$ cat config.mk
export PLATFORM = sky130hd
export DESIGN_NAME = accel_stream_ctrl
export DESIGN_NICKNAME = d
export VERILOG_FILES = /design/src/rtl/accel_stream_ctrl.sv
export SDC_FILE = /design/constraint.sdc
export NUM_CORES = 1
export LEC_CHECK = 0
export ABC_CLOCK_PERIOD_IN_PS = 20100
export BUFFER_PORTS_ARGS = -buffer_cell sky130_fd_sc_hd__buf_2
export CAP_MARGIN = 30
export CORE_MARGIN = 2
export CORE_UTILIZATION = 37
export CTS_CLUSTER_DIAMETER = 60
export DETAILED_ROUTE_END_ITERATION = 6
export GPL_ROUTABILITY_DRIVEN = 0
export HOLD_SLACK_MARGIN = 0.05
export SETUP_SLACK_MARGIN = 0.15
export SYNTH_ARGS = -nofsm -noshare
export SYNTH_HDL_FRONTEND = slang
export SYNTH_SLANG_ARGS = --single-unit
$ cat constraint.sdc
create_clock -name clk -period 20.1 [get_ports clk]
set_input_delay 3.015 -clock clk [delete_from_list [all_inputs] [get_ports clk]]
set_output_delay 3.015 -clock clk [all_outputs]
set_load 0.01 [all_outputs]
$ cat src/rtl/accel_stream_ctrl.sv
// Stream sequencer: fetches a message from local RAM over port A, feeds it to a
// streaming hash core in CORE_WIDTH words, and writes the digest back over port B.
module accel_stream_ctrl #(
    parameter int ADDR_WIDTH = 32,
    parameter int DATA_WIDTH = 32,
    parameter int CORE_WIDTH = 64,
    parameter int LEN_WIDTH  = 16,
    parameter int OUT_WORDS  = 4
) (
    input  logic                    clk,
    input  logic                    rst,
    input  logic                    start,
    input  logic [ADDR_WIDTH-1:0]   src_addr,
    input  logic [ADDR_WIDTH-1:0]   dst_addr,
    input  logic [LEN_WIDTH-1:0]    in_len,
    output logic                    busy,
    output logic                    done,
    output logic [1:0]              err,
    output logic [2:0]              state_o,
    output logic                    mem_en_a,
    output logic                    mem_we_a,
    output logic [ADDR_WIDTH-1:0]   mem_addr_a,
    input  logic [DATA_WIDTH-1:0]   mem_rdata_a,
    output logic                    mem_en_b,
    output logic                    mem_we_b,
    output logic [ADDR_WIDTH-1:0]   mem_addr_b,
    output logic [DATA_WIDTH-1:0]   mem_wdata_b,
    output logic [DATA_WIDTH/8-1:0] mem_be_b,
    output logic                    core_start,
    output logic [CORE_WIDTH-1:0]   core_din,
    output logic                    core_din_valid,
    input  logic                    core_buffer_full,
    output logic                    core_last_block,
    input  logic                    core_ready,
    input  logic [CORE_WIDTH-1:0]   core_dout,
    input  logic                    core_dout_valid
);

    localparam int RATIO  = CORE_WIDTH / DATA_WIDTH;
    localparam int BEAT_W = (RATIO > 1) ? $clog2(RATIO) : 1;
    localparam int ISS_W  = $clog2(RATIO + 1);
    localparam int OUT_W  = $clog2(OUT_WORDS + 1);
    localparam logic [ADDR_WIDTH-1:0] STEP = ADDR_WIDTH'(DATA_WIDTH / 8);

    typedef enum logic [2:0] {
        S_IDLE  = 3'd0,
        S_FETCH = 3'd1,
        S_FEED  = 3'd2,
        S_WAIT  = 3'd3,
        S_DRAIN = 3'd4,
        S_DONE  = 3'd5
    } state_t;

    state_t                  state_q, state_d;
    logic [ADDR_WIDTH-1:0]   addr_a_q, addr_a_d;
    logic [ADDR_WIDTH-1:0]   addr_b_q, addr_b_d;
    logic [LEN_WIDTH-1:0]    len_q, len_d;
    logic [LEN_WIDTH-1:0]    word_cnt_q, word_cnt_d;
    logic [ISS_W-1:0]        rd_cnt_q, rd_cnt_d;
    logic                    rvalid_q, rvalid_d;
    logic [BEAT_W-1:0]       cap_idx_q, cap_idx_d;
    logic [CORE_WIDTH-1:0]   din_q, din_d;
    logic                    core_start_q, core_start_d;
    logic [1:0]              err_q, err_d;
    logic [BEAT_W-1:0]       beat_b_q, beat_b_d;
    logic [OUT_W-1:0]        out_cnt_q, out_cnt_d;
    logic                    ovf_q, ovf_d;
    logic                    skid_wp_q, skid_wp_d;
    logic                    skid_rp_q, skid_rp_d;
    logic [1:0]              skid_cnt_q, skid_cnt_d;
    logic [CORE_WIDTH-1:0]   skid_q [2];
    logic [CORE_WIDTH-1:0]   skid_d [2];
    logic [1:0]              skid_we;
    logic                    push, pop, ovf_now, last_word;
    logic [CORE_WIDTH-1:0]   head;
    logic [DATA_WIDTH-1:0]   head_beats [RATIO];

    // core_ready is informational only; sequencing relies on dout strobes.
    logic unused_core_ready;
    assign unused_core_ready = core_ready;

    assign last_word = (word_cnt_q == (len_q - LEN_WIDTH'(1)));
    assign head      = skid_q[skid_rp_q];

    for (genvar gi = 0; gi < RATIO; gi++) begin : g_beat
        assign din_d[gi*DATA_WIDTH +: DATA_WIDTH] =
            (rvalid_q && cap_idx_q == BEAT_W'(gi)) ? mem_rdata_a
                                                   : din_q[gi*DATA_WIDTH +: DATA_WIDTH];
        assign head_beats[gi] = head[gi*DATA_WIDTH +: DATA_WIDTH];
    end

    for (genvar gi = 0; gi < 2; gi++) begin : g_skid
        assign skid_d[gi] = skid_we[gi] ? core_dout : skid_q[gi];
        always_ff @(posedge clk or posedge rst) begin
            if (rst) skid_q[gi] <= '0;
            else     skid_q[gi] <= skid_d[gi];
        end
    end

    always_comb begin
        state_d        = state_q;
        addr_a_d       = addr_a_q;
        addr_b_d       = addr_b_q;
        len_d          = len_q;
        word_cnt_d     = word_cnt_q;
        rd_cnt_d       = rd_cnt_q;
        rvalid_d       = 1'b0;
        cap_idx_d      = cap_idx_q;
        core_start_d   = 1'b0;
        err_d          = err_q;
        beat_b_d       = beat_b_q;
        out_cnt_d      = out_cnt_q;
        ovf_d          = ovf_q;
        skid_wp_d      = skid_wp_q;
        skid_rp_d      = skid_rp_q;
        skid_cnt_d     = skid_cnt_q;
        skid_we        = 2'b00;
        push           = 1'b0;
        pop            = 1'b0;
        ovf_now        = 1'b0;
        mem_en_a       = 1'b0;
        mem_en_b       = 1'b0;
        core_din_valid = 1'b0;
        core_last_block = 1'b0;

        case (state_q)
            S_IDLE, S_DONE: begin
                if (start) begin
                    addr_a_d   = src_addr;
                    addr_b_d   = dst_addr;
                    len_d      = in_len;
                    err_d      = 2'd0;
                    word_cnt_d = '0;
                    rd_cnt_d   = '0;
                    cap_idx_d  = '0;
                    beat_b_d   = '0;
                    out_cnt_d  = '0;
                    ovf_d      = 1'b0;
                    skid_wp_d  = 1'b0;
                    skid_rp_d  = 1'b0;
                    skid_cnt_d = 2'd0;
                    if (in_len == '0) begin
                        err_d   = 2'd1;
                        state_d = S_DONE;
                    end else begin
                        core_start_d = 1'b1;
                        state_d      = S_FETCH;
                    end
                end
            end
            S_FETCH: begin
                if (rd_cnt_q != ISS_W'(RATIO)) begin
                    mem_en_a = 1'b1;
                    rd_cnt_d = rd_cnt_q + 1'b1;
                    addr_a_d = addr_a_q + STEP;
                    rvalid_d = 1'b1;
                end
                // Read data trails the issue by one cycle; the last capture ends the fetch.
                if (rvalid_q) begin
                    if (cap_idx_q == BEAT_W'(RATIO - 1)) begin
                        cap_idx_d = '0;
                        rd_cnt_d  = '0;
                        state_d   = S_FEED;
                    end else begin
                        cap_idx_d = cap_idx_q + 1'b1;
                    end
                end
            end
            S_FEED: begin
                core_last_block = last_word;
                if (!core_buffer_full) begin
                    core_din_valid = 1'b1;
                    if (last_word) begin
                        state_d = S_WAIT;
                    end else begin
                        word_cnt_d = word_cnt_q + 1'b1;
                        state_d    = S_FETCH;
                    end
                end
            end
            S_WAIT: begin
                if (core_dout_valid) begin
                    push    = 1'b1;
                    state_d = S_DRAIN;
                end
            end
            S_DRAIN: begin
                if (skid_cnt_q != 2'd0) begin
                    mem_en_b = 1'b1;
                    addr_b_d = addr_b_q + STEP;
                    if (beat_b_q == BEAT_W'(RATIO - 1)) begin
                        beat_b_d = '0;
                        pop      = 1'b1;
                    end else begin
                        beat_b_d = beat_b_q + 1'b1;
                    end
                end
                // A full buffer refuses the new word even if the head retires this cycle.
                if (core_dout_valid) begin
                    if (skid_cnt_q == 2'd2) begin
                        ovf_now = 1'b1;
                        ovf_d   = 1'b1;
                        err_d   = 2'd2;
                    end else begin
                        push = 1'b1;
                    end
                end
                if (pop) begin
                    out_cnt_d = out_cnt_q + 1'b1;
                    if (ovf_q || ovf_now || out_cnt_q == OUT_W'(OUT_WORDS - 1))
                        state_d = S_DONE;
                end
            end
            default: state_d = S_IDLE;
        endcase

        if (push) begin
            skid_we[skid_wp_q] = 1'b1;
            skid_wp_d          = ~skid_wp_q;
        end
        if (pop) skid_rp_d = ~skid_rp_q;
        if (push && !pop)      skid_cnt_d = skid_cnt_q + 2'd1;
        else if (pop && !push) skid_cnt_d = skid_cnt_q - 2'd1;
    end

    always_ff @(posedge clk or posedge rst) begin
        if (rst) begin
            state_q      <= S_IDLE;
            addr_a_q     <= '0;
            addr_b_q     <= '0;
            len_q        <= '0;
            word_cnt_q   <= '0;
            rd_cnt_q     <= '0;
            rvalid_q     <= 1'b0;
            cap_idx_q    <= '0;
            din_q        <= '0;
            core_start_q <= 1'b0;
            err_q        <= 2'd0;
            beat_b_q     <= '0;
            out_cnt_q    <= '0;
            ovf_q        <= 1'b0;
            skid_wp_q    <= 1'b0;
            skid_rp_q    <= 1'b0;
            skid_cnt_q   <= 2'd0;
        end else begin
            state_q      <= state_d;
            addr_a_q     <= addr_a_d;
            addr_b_q     <= addr_b_d;
            len_q        <= len_d;
            word_cnt_q   <= word_cnt_d;
            rd_cnt_q     <= rd_cnt_d;
            rvalid_q     <= rvalid_d;
            cap_idx_q    <= cap_idx_d;
            din_q        <= din_d;
            core_start_q <= core_start_d;
            err_q        <= err_d;
            beat_b_q     <= beat_b_d;
            out_cnt_q    <= out_cnt_d;
            ovf_q        <= ovf_d;
            skid_wp_q    <= skid_wp_d;
            skid_rp_q    <= skid_rp_d;
            skid_cnt_q   <= skid_cnt_d;
        end
    end

    assign busy        = (state_q == S_FETCH) || (state_q == S_FEED) ||
                         (state_q == S_WAIT)  || (state_q == S_DRAIN);
    assign done        = (state_q == S_DONE);
    assign err         = err_q;
    assign state_o     = state_q;
    assign mem_we_a    = 1'b0;
    assign mem_addr_a  = addr_a_q;
    assign mem_we_b    = mem_en_b;
    assign mem_addr_b  = addr_b_q;
    assign mem_wdata_b = mem_en_b ? head_beats[beat_b_q] : '0;
    assign mem_be_b    = {(DATA_WIDTH/8){mem_en_b}};
    assign core_start  = core_start_q;
    assign core_din    = din_q;

endmodule
# --- After elaboration in Yosys (flattened, before gate mapping) ---
# Cells that the tools add are included.
op_classes:
  add_sub_neg: 10
  n_lt_le_gt_ge: 4
  eq_ne: 21
  n_mux: 80
  bitwise_logic: 5
  reduce_logical: 37
ops:
  columns: ["cell", "n"]
  rows:
  - ["two-way mux 32 bit", 8]
  - ["two-way mux 64 bit", 3]
  - ["case mux 32 bit (2 select lines)", 2]
  - ["adder 32 x 3 -> 32 bit, second input constant", 2]
  - ["two-way mux 16 bit", 3]
  - ["two-way mux 1 bit", 32]
  - ["case mux 16 bit (2 select lines)", 1]
  - ["two-way mux 3 bit", 10]
  - ["inequality test 2 bit, second input constant", 13]
  - ["two-way mux 2 bit", 12]
  - ["adder 16 x 1 -> 16 bit, second input constant", 1]
  - ["== test 16 bit", 1]
  - ["logical NOT 16 bit", 1]
  - ["nonzero test 2 bit", 8]
  - ["subtractor 16 x 1 -> 16 bit, second input constant", 1]
  - ["case mux 3 bit (5 select lines)", 1]
  - ["AND reduction 3 bit", 4]
  - ["AND reduction 2 bit", 5]
  - ["== test 3 x 2 -> 1 bit, second input constant", 3]
  - ["case mux 1 bit (2 select lines)", 4]
  - ["case mux 2 bit (2 select lines)", 2]
  - ["AND reduction 4 bit", 2]
  - ["AND reduction 7 bit", 1]
  - ["== test 3 bit, second input constant", 2]
  - ["19 further kinds", 35]
totals:
  reg_bits: 307
  elab_cells: 177

# --- Depth between registers and ports, before layout ---
# Gate-level depths: netlist (run 1).
logic_depth:
  depth_word: 9
  ltp_mapped: 12
  ltp_nobuf: 10

# --- Least setup slack after synthesis (run 1) ---
# No wires, ideal clock.
synth_path:
  path_kind: "input to output"
  from: "input core_buffer_full"
  to: "output core_din_valid"
  arrival_ns: 3.184
  setup_slack_ns: 13.901
  stages: 1
  cell_sequence: "nor2_1"
synth_via:
  elab_chain_cells: 2
synth_lines:
  columns: ["element", "line_no", "text"]
  rows:
  - ["from (decl)", "32", "input logic core_buffer_full,"]
  - ["two-way mux 1 bit", "171", "if (!core_buffer_full) begin"]
  - ["two-way mux 1 bit", "126", "case (state_q)"]
  - ["to (decl)", "31", "output logic core_din_valid,"]
# Every way passes these cells.

# --- Worst setup path in the final report (run 1) ---
layout_path:
  from: "register state_q[2], in the netlist state_o[2]"
  to: "output mem_en_a"
layout_via:
  elab_chain_cells: 2
layout_lines:
  columns: ["element", "line_no", "text"]
  rows:
  - ["from (decl)", "54", "state_t state_q, state_d;"]
  - ["from (signal assigned)", "246", "state_q <= state_d;"]
  - ["== test 3 x 1 -> 1 bit", "126", null]
  - ["two-way mux 1 bit", "126", null]
  - ["to (decl)", "20", "output logic mem_en_a,"]
# Every way passes these cells.

==> results of run 1 <==
[cells by family (layout without fill, tap and decap cells)]
group	count (synthesis)	after routing	synth area share, %
flops	306	306	50.4
buf+inv	123	478	3.41
fa+ha+maj	13	13	1.05
compound gates	238	238	9.55
mux	241	241	20.1
other cells	1	9	0.0247
simple gates	434	434	14.2
xor+xnor	21	21	1.21
[layer usage]
layer / GRT usage (%) / part of all wire [%] / wire, um / up-vias
met2: 31.2 / 48 / 20100 / 314
met1: 25.1 / 43 / 17800 / 5933
met4: 7.09 / 2.7 / 1140 / 10
met3: 5.04 / 6.4 / 2670 / 77
li1: - / - / - / 5679
met5: 0 / 0.17 / 71 / -
[final timing paths]
path | slack [ps] | from | cells past startpoint | endpoint
max | 13590 | state_o[2] | 5 | mem_en_a
min | 460 | mem_addr_a[0] | 2 | mem_addr_a[0]
max reg2reg | 16420 | state_o[2] | 8 | mem_addr_a[23]
min reg2reg | 460 | mem_addr_a[0] | 2 | mem_addr_a[0]
max in group asynchronous | 15910 | rst | 4 | skid_q[11]
min in group asynchronous | 2400 | rst | 2 | mem_addr_b[23]
[through the flow]
stage | cells | area, um2
after floorplan | 1377 | 15200
after global placement | 2186 | 17400
after detailed placement | 2188 | 17400
after CTS | 2263 | 18800
after global routing | 2267 | 18800
final | 2272 | 18800
[synth_stat cells, drive strengths merged (8+ instances only)]
library cell    n  area share (%)
a21oi          77             2.5
a31oi          16            0.66
and3           53             2.2
buf            29             1.1
clkbuf         67             1.7
dfrtp         306              50
ha             12            0.99
inv            26            0.64
mux2          194              14
mux2i          15            0.99
mux4           32             4.7
nand2         162             4.0
nand3          50             1.6
nand4          23            0.99
nor2           74             1.8
nor3           17            0.59
nor4           15             1.0
o21ai          62             2.0
o22ai          16            0.66
o31ai           8            0.40
or3             9            0.38
xnor2          14            0.81
[power by group]
group / switching [mW] / total, mW / internal [mW] / leakage, nW
Combinational: 0.624 / 1.20 / 0.574 / 4.37
Sequential: 0.230 / 1.14 / 0.905 / 3.71
Clock: 0.294 / 0.722 / 0.428 / 0.657
[critical path: stages (launching register included)]
cell and delay [ps]:
dfrtp_1 630, inv_1 310, nand3_1 570, or2_2 480, clkinv_1 590, buf_2 340
[state kept, by name (all words and copies together) (netlist names), 2 cells and up]
signal,count
skid_q,128
core_din,64
mem_addr_a,32
mem_addr_b,32
len_q,16
word_cnt_q,16
out_cnt_q,3
state_o,3
err,2
rd_cnt_q,2
skid_cnt_q,2
[cell type report]
cell class	instances	area [um2]	area share, %
Sequential cell	306	7660	40.7
Timing Repair Buffer	376	1970	10.5
Clock inverter	16	174	0.925
Clock buffer	59	1170	6.25
Multi-Input combinational cell	948	7030	37.4
Inverter	27	109	0.579
Antenna cell	8	20.0	0.106
Tap cell	532	666	3.54
==> summary.txt, run 1 <==
Run status
  • Status: finished clean

Drt
  • Final WL: 41900 um
  • Vias: roughly 12000
  • DR iter-0 viols: roughly 730
  • Avg WL per Cell: 18.4 um
  • DRT antenna net count: 0
  • Drt first pass iters: 5
  • Via/cell ratio: 5.29
  • Post-route DRC: 0

Layout
  • Core Util, Final: about 46%
  • Layout cell share with drive strength beyond 1: between 30% and 40%
  • Syn-to-layout area delta: 23.8%
  • Commonest non-fill, non-tap cell in the layout: buf_2
  • # nets final: 1894
  • # fillers: between 3000 and 4000
  • Commonest cells after routing, fill and taps aside: buf_2 (357), dfrtp_1 (304), mux2_2 (194)

Clock network
  • Clk sinks: between 300 and 400
  • Clock Tree Buf Depth: 3
  • H-Tree Depth: 2
  • Postcts setup bufs: 0
  • CTS Hold Bufs: 0
  • CTS tree: built
  • Post-CTS sizing: 0
  • Worst skew pair latency: approximately 560 ps
  • CTS clk-pin slew, worst paths: 60 ps
  • Num CTS Buffers: a little over 40
  • Root Driver: clkbuf_16

Power and ir drop
  • Peak supply drop: roughly 0.096 mV
  • Total power: about 3 mW
  • Leak: about 8.7 nW
  • Pwr per Cell Area: 162 nW/um2

Timing
  • Final Hold Fails: 0
  • Sum Neg Setup Slack: 0 ps
  • Slew margin rel.: approximately a third
  • WHS: 465 ps
  • Peak Freq: between 0.15 and 0.2 GHz
  • Setup violators final: 0
  • Final critical-path required period: between 6000 and 7000 ps
  • Crit share post-route: approximately a third
  • RSZ-0062 raised after global routing: false
  • Least-Margin Pin Slew: slightly below 1000 ps
  • Worst setup margin: between 10000 and 15000 ps
  • Final worst clock skew: 22.4 ps
  • Fin. max-slew vios: 0

Placement
  • DP Worst Slack: around 14000 ps
  • Detailed placer's ending HPWL: between 20000 and 30000 um
  • Port Buf Inserts: 357

Die
  • Num rows: 74
  • Die X: between 200 and 250 um
  • # IOs: 360
  • Core Footprint: 40600 um2
  • DIE HEIGHT: around 210 um
  • Die ar.: between 40000 and 50000 um2
  • Starting Density: between 30% and 40%

Global routing
  • Global-route wire length before repair: between 60000 and 70000 um
  • Initial antenna violation count: 11
  • Largest net degree at the start of global routing: 174
  • Total grt overflow: 0
  • Vias in the first global route: ~12000
  • All-Layer GR Usage: 19.4%

Logic synthesis
  • Synth Warn #: 0
  • Synth Area per Inst: 11.0 um2
  • Synth Register Bits: between 300 and 400
  • Syn_nets: roughly 1600
  • Post-synthesis sequential area ratio: 50.4%
  • Number of synthesized flops with an enable pin: 0
  • Cell variety after synth: 71
  • Cell area after synthesis: roughly 15000 um2
  • Ys flop type: dfrtp_1
  • Mapped Cells: 1377
  • Async SR Flop Fraction: 100%

Critical path
  • Critical path class: reg2out
  • Critical Path RT: around 17000 ps
  • CP Capture Type: output port
  • Crit path DAT: between 3000 and 4000 ps
  • Crit-path max FO: 18
  • Critical path launch point type: flip-flop

Min path
  • Hold Crit Class: reg2reg

Run
  • Max-cap violations: 0
Note: power is estimated with default switching activity, not from simulation.
==> run 2, diff against run 1 <==
--- a/config.mk
+++ b/config.mk
@@ -5,7 +5,7 @@
 export SDC_FILE = /design/constraint.sdc
 export NUM_CORES = 1
 export LEC_CHECK = 0
-export ABC_CLOCK_PERIOD_IN_PS = 20100
+export ABC_CLOCK_PERIOD_IN_PS = 6700
 export BUFFER_PORTS_ARGS = -buffer_cell sky130_fd_sc_hd__buf_2
 export CAP_MARGIN = 30
 export CORE_MARGIN = 2
==> constraint.sdc (replaced) <==
create_clock -name clk -period 6.7 [get_ports clk]
set_input_delay 1.005 -clock clk [delete_from_list [all_inputs] [get_ports clk]]
set_output_delay 1.005 -clock clk [all_outputs]
set_load 0.01 [all_outputs]
==> summary.txt, run 2 (synthesized netlist as in run 1, its figures left out) <==
Clock network
  • CTS tree: built
  • CTS Hold Bufs: 0
  • CTS clk-pin slew, worst paths: about 50 ps
  • H-Tree Depth: 2
  • Root Driver: clkbuf_16
  • Postcts setup bufs: 0
  • Worst skew pair latency: between 500 and 600 ps
  • Post-CTS sizing: 0
  • Clk sinks: 306
  • Num CTS Buffers: 40
  • Clock Tree Buf Depth: 3

Layout
  • Largest register FFs: about 130
  • Reg with most FFs: skid_q
  • # nets final: between 1500 and 2000
  • # fillers: 3812
  • Commonest non-fill, non-tap cell in the layout: buf_2
  • Syn-to-layout area delta: 23.3%
  • Commonest cells after routing, fill and taps aside: buf_2 (357), dfrtp_1 (305), mux2_2 (194)
  • Layout cell share with drive strength beyond 1: about two fifths

Placement
  • Detailed placer's ending HPWL: approximately 28000 um
  • Port Buf Inserts: between 300 and 400

Die
  • Die X: about 210 um
  • Die ar.: about 43000 um2
  • # IOs: between 300 and 400
  • Starting Density: 37.4%
  • Num rows: between 70 and 80
  • Core Footprint: just over 40000 um2
  • DIE HEIGHT: between 200 and 250 um

Critical path
  • Critical-path cell list: inv_1, nand3_1, or2_2, clkinv_1, buf_2
  • Critical path class: reg2out
  • Critical path launch point type: flip-flop
  • CP Capture Type: output port
  • CP max-delay cell: dfrtp_1
  • Max stage delay on crit path: around 630 ps
  • Crit-path max FO: 18
  • Crit path DAT: 3460 ps
  • Critical Path RT: approximately 5700 ps

Global routing
  • All-Layer GR Usage: between 10% and 20%
  • Initial antenna violation count: 10
  • Total grt overflow: 0
  • Global-route wire length before repair: between 60000 and 70000 um
  • Vias in the first global route: approximately 12000
  • Largest net degree at the start of global routing: 134

Drt
  • Avg WL per Cell: 18.6 um
  • DR iter-0 viols: ~630
  • Via/cell ratio: about 5.3
  • Post-route DRC: 0
  • Final WL: between 40000 and 50000 um
  • Vias: 12100
  • Drt first pass iters: 5
  • DRT antenna net count: 0

Timing
  • Final Hold Fails: 0
  • Peak Freq: between 0.2 and 0.25 GHz
  • WHS: about 470 ps
  • Setup violators final: 0
  • Least-Margin Pin Slew: about 950 ps
  • Fin. max-slew vios: 0
  • Final critical-path required period: ~4500 ps
  • RSZ-0062 raised after global routing: false
  • Crit share post-route: between 60% and 70%
  • Slew margin rel.: 36.8%
  • Sum Neg Setup Slack: 0 ps
  • Final worst clock skew: between 20 and 25 ps

Power and ir drop
  • Peak supply drop: 0.232 mV
  • Total power: 9.08 mW
  • Leak: ~8.7 nW
  • Pwr per Cell Area: between 400 and 500 nW/um2

Run status
  • Status: finished clean

Min path
  • Hold Crit Class: reg2reg

Run
  • Max-cap violations: 0
-- run 2: cell count changes in the layout (fill, tap and decap cells not counted), sizes merged --
cell / change
clkbuf: -2
clkinv: +6
diode: -3
clkinvlp: +1
inv: -9
-- run 2: final timing paths --
kind | start | to | slack (ps) | cells past startpoint
setup / recovery | state_o[2] | mem_en_a | 2230 | 5
max in group asynchronous | rst | beat_b_q | 5010 | 3
hold / removal | mem_addr_a[0] | mem_addr_a[0] | 470 | 2
min in group asynchronous | rst | len_q[4] | 500 | 2
setup reg to reg | state_o[0] | skid_q[21] | 2880 | 8
hold reg to reg | mem_addr_a[0] | mem_addr_a[0] | 470 | 2
-- run 2: power by group --
group          internal (mW)  switching (mW)  total [mW]
registers               2.71           0.689        3.40
clock network           1.24           0.860        2.10
logic                   1.72            1.87        3.59
total                   5.67            3.42        9.08
-- run 2: metrics by stage --
step / std cells / utilization, % / setup slack, ps / instance area [um2]
2_1_floorplan: 1377 / - / 1620 / 15200
3_3_place_gp: 2189 / 42.8 / 2790 / 17400
3_5_place_dp: 2189 / 42.8 / 2780 / 17400
4_1_cts: 2260 / 46.0 / 2180 / 18700
5_1_grt: 2265 / 46.1 / 1950 / 18700
6_report: 2265 / 46.1 / 2230 / 18700
-- run 2: per-layer routing --
layer,track usage (%),vias to the layer above,routed length (um)
met4,7.53,8,1190
met2,31.5,314,20200
met5,0,-,39
met3,4.85,83,2720
li1,-,5651,-
met1,25.4,6030,17900
-- run 2: critical path, delay by kind of cell (launching register included) --
kind,cells,cell delay (ps)
buffers and inverters,3,1200
flip-flops,1,630
AND/OR/NAND/NOR,2,1060
-- run 2: cell type report --
cell class                 instances  area (um2)  share of cell area, %
antenna                            5        12.5                 0.0668
tap                              532         666                   3.55
multi-input combinational        948        7030                   37.5
inverter                          27         105                  0.561
clock buffer                      57        1140                   6.07
timing repair buffer             376        1950                   10.4
clock inverter                    14         165                  0.882
sequential                       306        7660                   40.9
